**config.mk**
```make
export PLATFORM = sky130hd
export DESIGN_NAME = expr_eval_sched
export DESIGN_NICKNAME = d
export VERILOG_FILES = /design/src/rtl/expr_eval_sched.sv
export SDC_FILE = /design/constraint.sdc
export NUM_CORES = 1
export LEC_CHECK = 0
export CORE_AREA = 2 2 143 145
export DETAILED_ROUTE_END_ITERATION = 8
export DIE_AREA = 0 0 145 147
export PLACE_DENSITY = 0.71
export SLEW_MARGIN = 20
export SYNTH_ARGS = -nofsm -noshare
export SYNTH_HDL_FRONTEND = slang
export SYNTH_SLANG_ARGS = --single-unit
```
**constraint.sdc**
```tcl
create_clock -name clk -period 2.24 [get_ports clk]
set_input_delay 0.448 -clock clk [delete_from_list [all_inputs] [get_ports clk]]
set_output_delay 0.448 -clock clk [all_outputs]
set_load 0.005 [all_outputs]
```
**src/rtl/expr_eval_sched.sv**
```systemverilog
// Round-robin scheduler that time-shares one expression datapath among NREQ requesters.
// Optional response parity is enabled by defining EXPR_SCHED_PARITY_EN.
module expr_eval_sched #(
  parameter int NREQ = 2,
  parameter int LAT  = 1,
  localparam int IDW = $clog2(NREQ)
) (
  input  logic              clk,
  input  logic              rst_n,
  input  logic [NREQ-1:0]   req_valid,
  output logic [NREQ-1:0]   req_ready,
  input  logic [NREQ*30-1:0] req_a,
  input  logic [NREQ*30-1:0] req_b,
  output logic [29:0]       dp_a,
  output logic [29:0]       dp_b,
  output logic              dp_valid,
  input  logic [89:0]       dp_y,
  output logic              rsp_valid,
  input  logic              rsp_ready,
  output logic [IDW-1:0]    rsp_id,
  output logic [89:0]       rsp_y,
  output logic              rsp_par
);

  typedef enum logic [1:0] {IDLE, DRIVE, RESP} state_t;

  state_t         state_q;
  logic [IDW-1:0] last_q;
  logic [IDW-1:0] curId_q;
  logic [3:0]     cnt_q;
  logic [29:0]    dpA_q;
  logic [29:0]    dpB_q;
  logic           dpValid_q;
  logic           rspValid_q;
  logic [IDW-1:0] rspId_q;
  logic [89:0]    rspY_q;

  logic [IDW-1:0] grantIdx;
  logic           grantHit;
  logic           accept;

  // First valid requester strictly after the last one served, wrapping around.
  always_comb begin
    int idx;
    idx      = 0;
    grantIdx = '0;
    grantHit = 1'b0;
    for (int k = 1; k <= NREQ; k++) begin
      idx = int'(last_q) + k;
      if (idx >= NREQ) idx = idx - NREQ;
      if (!grantHit && req_valid[idx]) begin
        grantHit = 1'b1;
        grantIdx = IDW'(idx);
      end
    end
  end

  assign req_ready = (state_q == IDLE && grantHit)
                   ? ({{(NREQ-1){1'b0}}, 1'b1} << grantIdx) : '0;
  assign accept    = |(req_valid & req_ready);

`ifdef EXPR_SCHED_PARITY_EN
  logic rspPar_q;
`endif

  always_ff @(posedge clk) begin
    if (!rst_n) begin
      state_q    <= IDLE;
      last_q     <= IDW'(NREQ - 1);
      curId_q    <= '0;
      cnt_q      <= '0;
      dpA_q      <= '0;
      dpB_q      <= '0;
      dpValid_q  <= 1'b0;
      rspValid_q <= 1'b0;
      rspId_q    <= '0;
      rspY_q     <= '0;
`ifdef EXPR_SCHED_PARITY_EN
      rspPar_q   <= 1'b0;
`endif
    end else begin
      case (state_q)
        IDLE: begin
          if (accept) begin
            dpA_q     <= req_a[30*grantIdx +: 30];
            dpB_q     <= req_b[30*grantIdx +: 30];
            curId_q   <= grantIdx;
            last_q    <= grantIdx;
            cnt_q     <= 4'(LAT - 1);
            dpValid_q <= 1'b1;
            state_q   <= DRIVE;
          end
        end
        DRIVE: begin
          // Operands stay put for LAT cycles so the datapath output has settled.
          if (cnt_q != 4'd0) begin
            cnt_q <= cnt_q - 4'd1;
          end else begin
            rspY_q     <= dp_y;
            rspId_q    <= curId_q;
            rspValid_q <= 1'b1;
            dpValid_q  <= 1'b0;
            state_q    <= RESP;
`ifdef EXPR_SCHED_PARITY_EN
            rspPar_q   <= ^dp_y;
`endif
          end
        end
        RESP: begin
          if (rsp_ready) begin
            rspValid_q <= 1'b0;
            state_q    <= IDLE;
`ifdef EXPR_SCHED_PARITY_EN
            rspPar_q   <= 1'b0;
`endif
          end
        end
        default: state_q <= IDLE;
      endcase
    end
  end

  assign dp_a      = dpA_q;
  assign dp_b      = dpB_q;
  assign dp_valid  = dpValid_q;
  assign rsp_valid = rspValid_q;
  assign rsp_id    = rspId_q;
  assign rsp_y     = rspY_q;

`ifdef EXPR_SCHED_PARITY_EN
  assign rsp_par = rspPar_q;
`else
  assign rsp_par = 1'b0;
`endif

endmodule

```
==> flow_metrics.py <==
metrics = {
    "place": {
        "portBuffers": 369,
        "routabilityCongestion": 0.837,
        "dp_hpwl_mm": 16.5,
    },
    "cts": {
        "htreeDepth": 4,
        "cts_inserted_buffers": 17,
        "clkLatencyLatePin_ns": 0.43,
        "cts_sinks": 161,
        "cts_buffer_depth": 2,
        "clk_pin_slew_worst_paths_ns": 0.07,
        "cts_tree": "built",
        "holdBufCountCts": 0,
        "root_buffer": "clkbuf_16",
    },
    "routing": {
        "ant_nets": 0,
        "wl_per_cell_um": 18.1,
        "first_iter_violations": 357,
        "vias": 6770,
        "drtPass1Iterations": 4,
        "drt_wl_total_mm": 23.9,
        "routed_via_density": 5.13,
        "post-route-drc-count": 0,
    },
    "power_and_ir_drop": {
        "leakagePower_nw": 3.97,
        "max-vdd-ir-drop_v": 0.000509,
        "p_per_area_nw_per_um2": 718,
    },
    "hold_path": {
        "min_to": "dp_b[16]$_SDFFE_PN0P_",
        "hp-class": "reg2reg",
        "holdPathStages": 1,
        "hold_start": "dp_b[16]$_SDFFE_PN0P_",
    },
    "synth": {
        "synth_area_um2": 6700,
        "synthAdderAreaFrac_pct": 0.187,
        "synth_compound_area_share_pct": 27.0,
        "postSynthCellCount": 703,
        "syn-num-nets": 919,
        "ys_warn_count": 0,
        "syn_avg_cell_area_um2": 9.52,
        "yosys_register_bits": 161,
        "synth_edf_count": 0,
        "synth_seq_area_share_pct": 48.1,
        "synthDistinctLibCells": 42,
        "synth_top_cell_by_area": "dfxtp_1",
        "synth-async-reset-ratio_pct": 0,
        "ys_dominant_reg_cell": "dfxtp_1",
        "synth_top_family_by_area": "compound AO/OA/AOI/OAI gates",
        "synth_xor_area_share_pct": 0,
        "synthTopCellsByArea": "dfxtp_1 48%, o21ai_0 8.0%, nand3_1 7.6%, a21oi_1 7.3%, o2bb2ai_2 6.3%",
        "yosys.area_share.simple_pct": 12.4,
        "synth_top_area_share_pct": 48.1,
        "synth_mux_area_share_pct": 5.53,
    },
    "setup_path": {
        "reg2reg_to": "rsp_y[57]$_SDFFE_PN0P_",
        "crit_fanout": 3,
        "crit_type": "in2out",
        "cp.required_ns": 1.79,
        "start_kind": "input pin",
        "r2r_slack_ns": 0.34,
        "endpoint_kind": "primary output",
        "reg2regPathDepth": 6,
        "reg2reg_from": "cnt_q[0]$_SDFFE_PN0P_",
        "cp.arrival_ns": 1.77,
    },
    "global_routing": {
        "grt_use_met3_pct": 7.20,
        "grt_max_degree": 110,
        "grt_antenna_before_repair": 1,
        "grtUsageMet2_pct": 36.5,
        "grt.overflow.total": 0,
        "use_met1_pct": 27.8,
        "grt_pass1_vias": 6551,
        "grt_pass1_wl_mm": 37.8,
        "track_usage_pct": 22.2,
        "grt-busiest-layer": "met2",
    },
    "timing": {
        "fin_skew_ns": 0.00988,
        "max_freq_ghz": 0.452,
        "setup_violations": 0,
        "rsz0062_at_grt": "false",
        "final-hold-violation-count": 0,
        "max_slew_margin_pct": 62.7,
        "hold_ws_ns": 0.468,
        "min_period_over_period_pct": 98.9,
        "timing.final.crit_period_ns": 2.21,
        "worstMarginPinSlew_ns": 0.560,
        "drv_slew": 0,
    },
    "floorplan": {
        "die-area_um2": 21300,
        "coreArea_um2": 19800,
        "dieWidth_um": 145,
        "die_h_um": 147,
        "initial_core_util_pct": 33.7,
        "num_io_pins": 371,
        "rows": 52,
    },
    "finish": {
        "final_cell_mix": "367 x clkdlybuf4s50_1, 160 x dfxtp_1, 107 x o21ai_0",
        "nFillCells": 1727,
        "nNetsFinal": 1252,
        "areaGrowthSynthToFinish_pct": 68.2,
        "final_common_cell": "clkdlybuf4s50_1",
        "final_core_util_pct": 56.7,
        "drive_above_1_share_pct": 9.53,
    },
    "flow_run": {
        "maxCapViolCount": 0,
    },
    "run_status": {
        "outcome": "complete, no violations",
    },
}
[layout make-up]
class	instances	area [um2]	area share (%)
inverters	4	16.3	0.144
well taps	270	338	3.00
repair buffers	395	4000	35.5
diodes	1	2.50	0.0222
flip-flops and latches	161	3220	28.6
clock buffers	17	425	3.78
multi-input cells	457	3060	27.1
clock inverters	15	199	1.77
[worst max-delay path: stages]
cell	delay (ns)
clkdlybuf4s50_1	0.44
nand2b_1	0.12
and3_1	0.20
clkdlybuf4s50_1	0.56
[worst max path at each step]
| stage | from | endpoint | cells after the start |
|---|---|---|---|
| finish | req_valid[1] | req_ready[0] | 4 |
| global placement | req_valid[0] | req_ready[0] | 4 |
| global route | req_valid[1] | req_ready[0] | 4 |
| CTS | state_q[0]$_SDFFE_PN0P_ | req_ready[0] | 3 |
| floorplan | req_valid[0] | dp_a[10]$_SDFFE_PN0P_ | 6 |
| detailed placement | req_valid[0] | req_ready[0] | 4 |
[routing by layer]
layer	wire length (um)	up-vias	part of all wire (%)
li1	-	3281	-
met5	0	-	0
met2	11500	258	48
met1	10100	3200	42
met3	1850	31	7.7
met4	463	0	1.9
[synth_stat cells (all sizes together), types with 2 or more instances]
cell type / count
nand2b: 2
mux2i: 37
buf: 33
nand3: 102
and4: 13
o21ai: 107
a21oi: 97
a221o: 12
nor2: 4
nand4: 11
or3: 3
o2bb2ai: 37
clkbuf: 48
or4: 2
nor3b: 2
dfxtp: 161
a31oi: 11
inv: 4
[logic make-up (layout without fill, tap and decap cells)]
| group | count (synthesis) | after routing |
|---|---|---|
| adders and majority gates | 1 | 1 |
| muxes | 37 | 37 |
| and+or+nand+nor | 147 | 147 |
| other | 1 | 2 |
| DFF | 161 | 161 |
| AOI/OAI and AO/OA | 271 | 271 |
| buffers and inverters | 85 | 431 |
[repair_timing]
item                                    CTS  global route
buffers inserted                          0             2
resized for setup                         3             1
endpoints found under the setup margin    2             1
pin swaps                                 1             1
[where the power goes]
group          leakage [nW]  switching (mW)  total [mW]  internal [mW]
Combinational          2.35           0.689        1.73           1.04
Clock                 0.296            1.30        3.10           1.79
Sequential             1.32           0.142        3.26           3.11
[registers in the layout, summed over array words and instances, names as in the netlist]
| signal | cells |
|---|---|
| state_q | 2 |
| dp_b | 30 |
| rsp_y | 90 |
| rsp_valid | 1 |
| dp_a | 30 |
| dp_valid | 1 |
| rsp_id | 1 |
| last_q | 1 |
| cnt_q | 4 |
| curId_q | 1 |
[through the flow]
stage / setup slack [ns] / std cells / setup TNS [ns] / area [um2] / power (mW)
finish: 0.0256 / 1320 / 0 / 11300 / 8.08
global route: 0.00233 / 1320 / 0 / 11300 / 8.44
CTS: 0.00634 / 1317 / 0 / 11200 / 8.19
detailed placement: -0.136 / 1285 / -0.257 / 10600 / 5.05
global placement: -0.143 / 1285 / -0.255 / 10600 / 5.03
floorplan: 0.570 / 703 / 0 / 6700 / 3.99
Power figures use the tool's default switching activity.
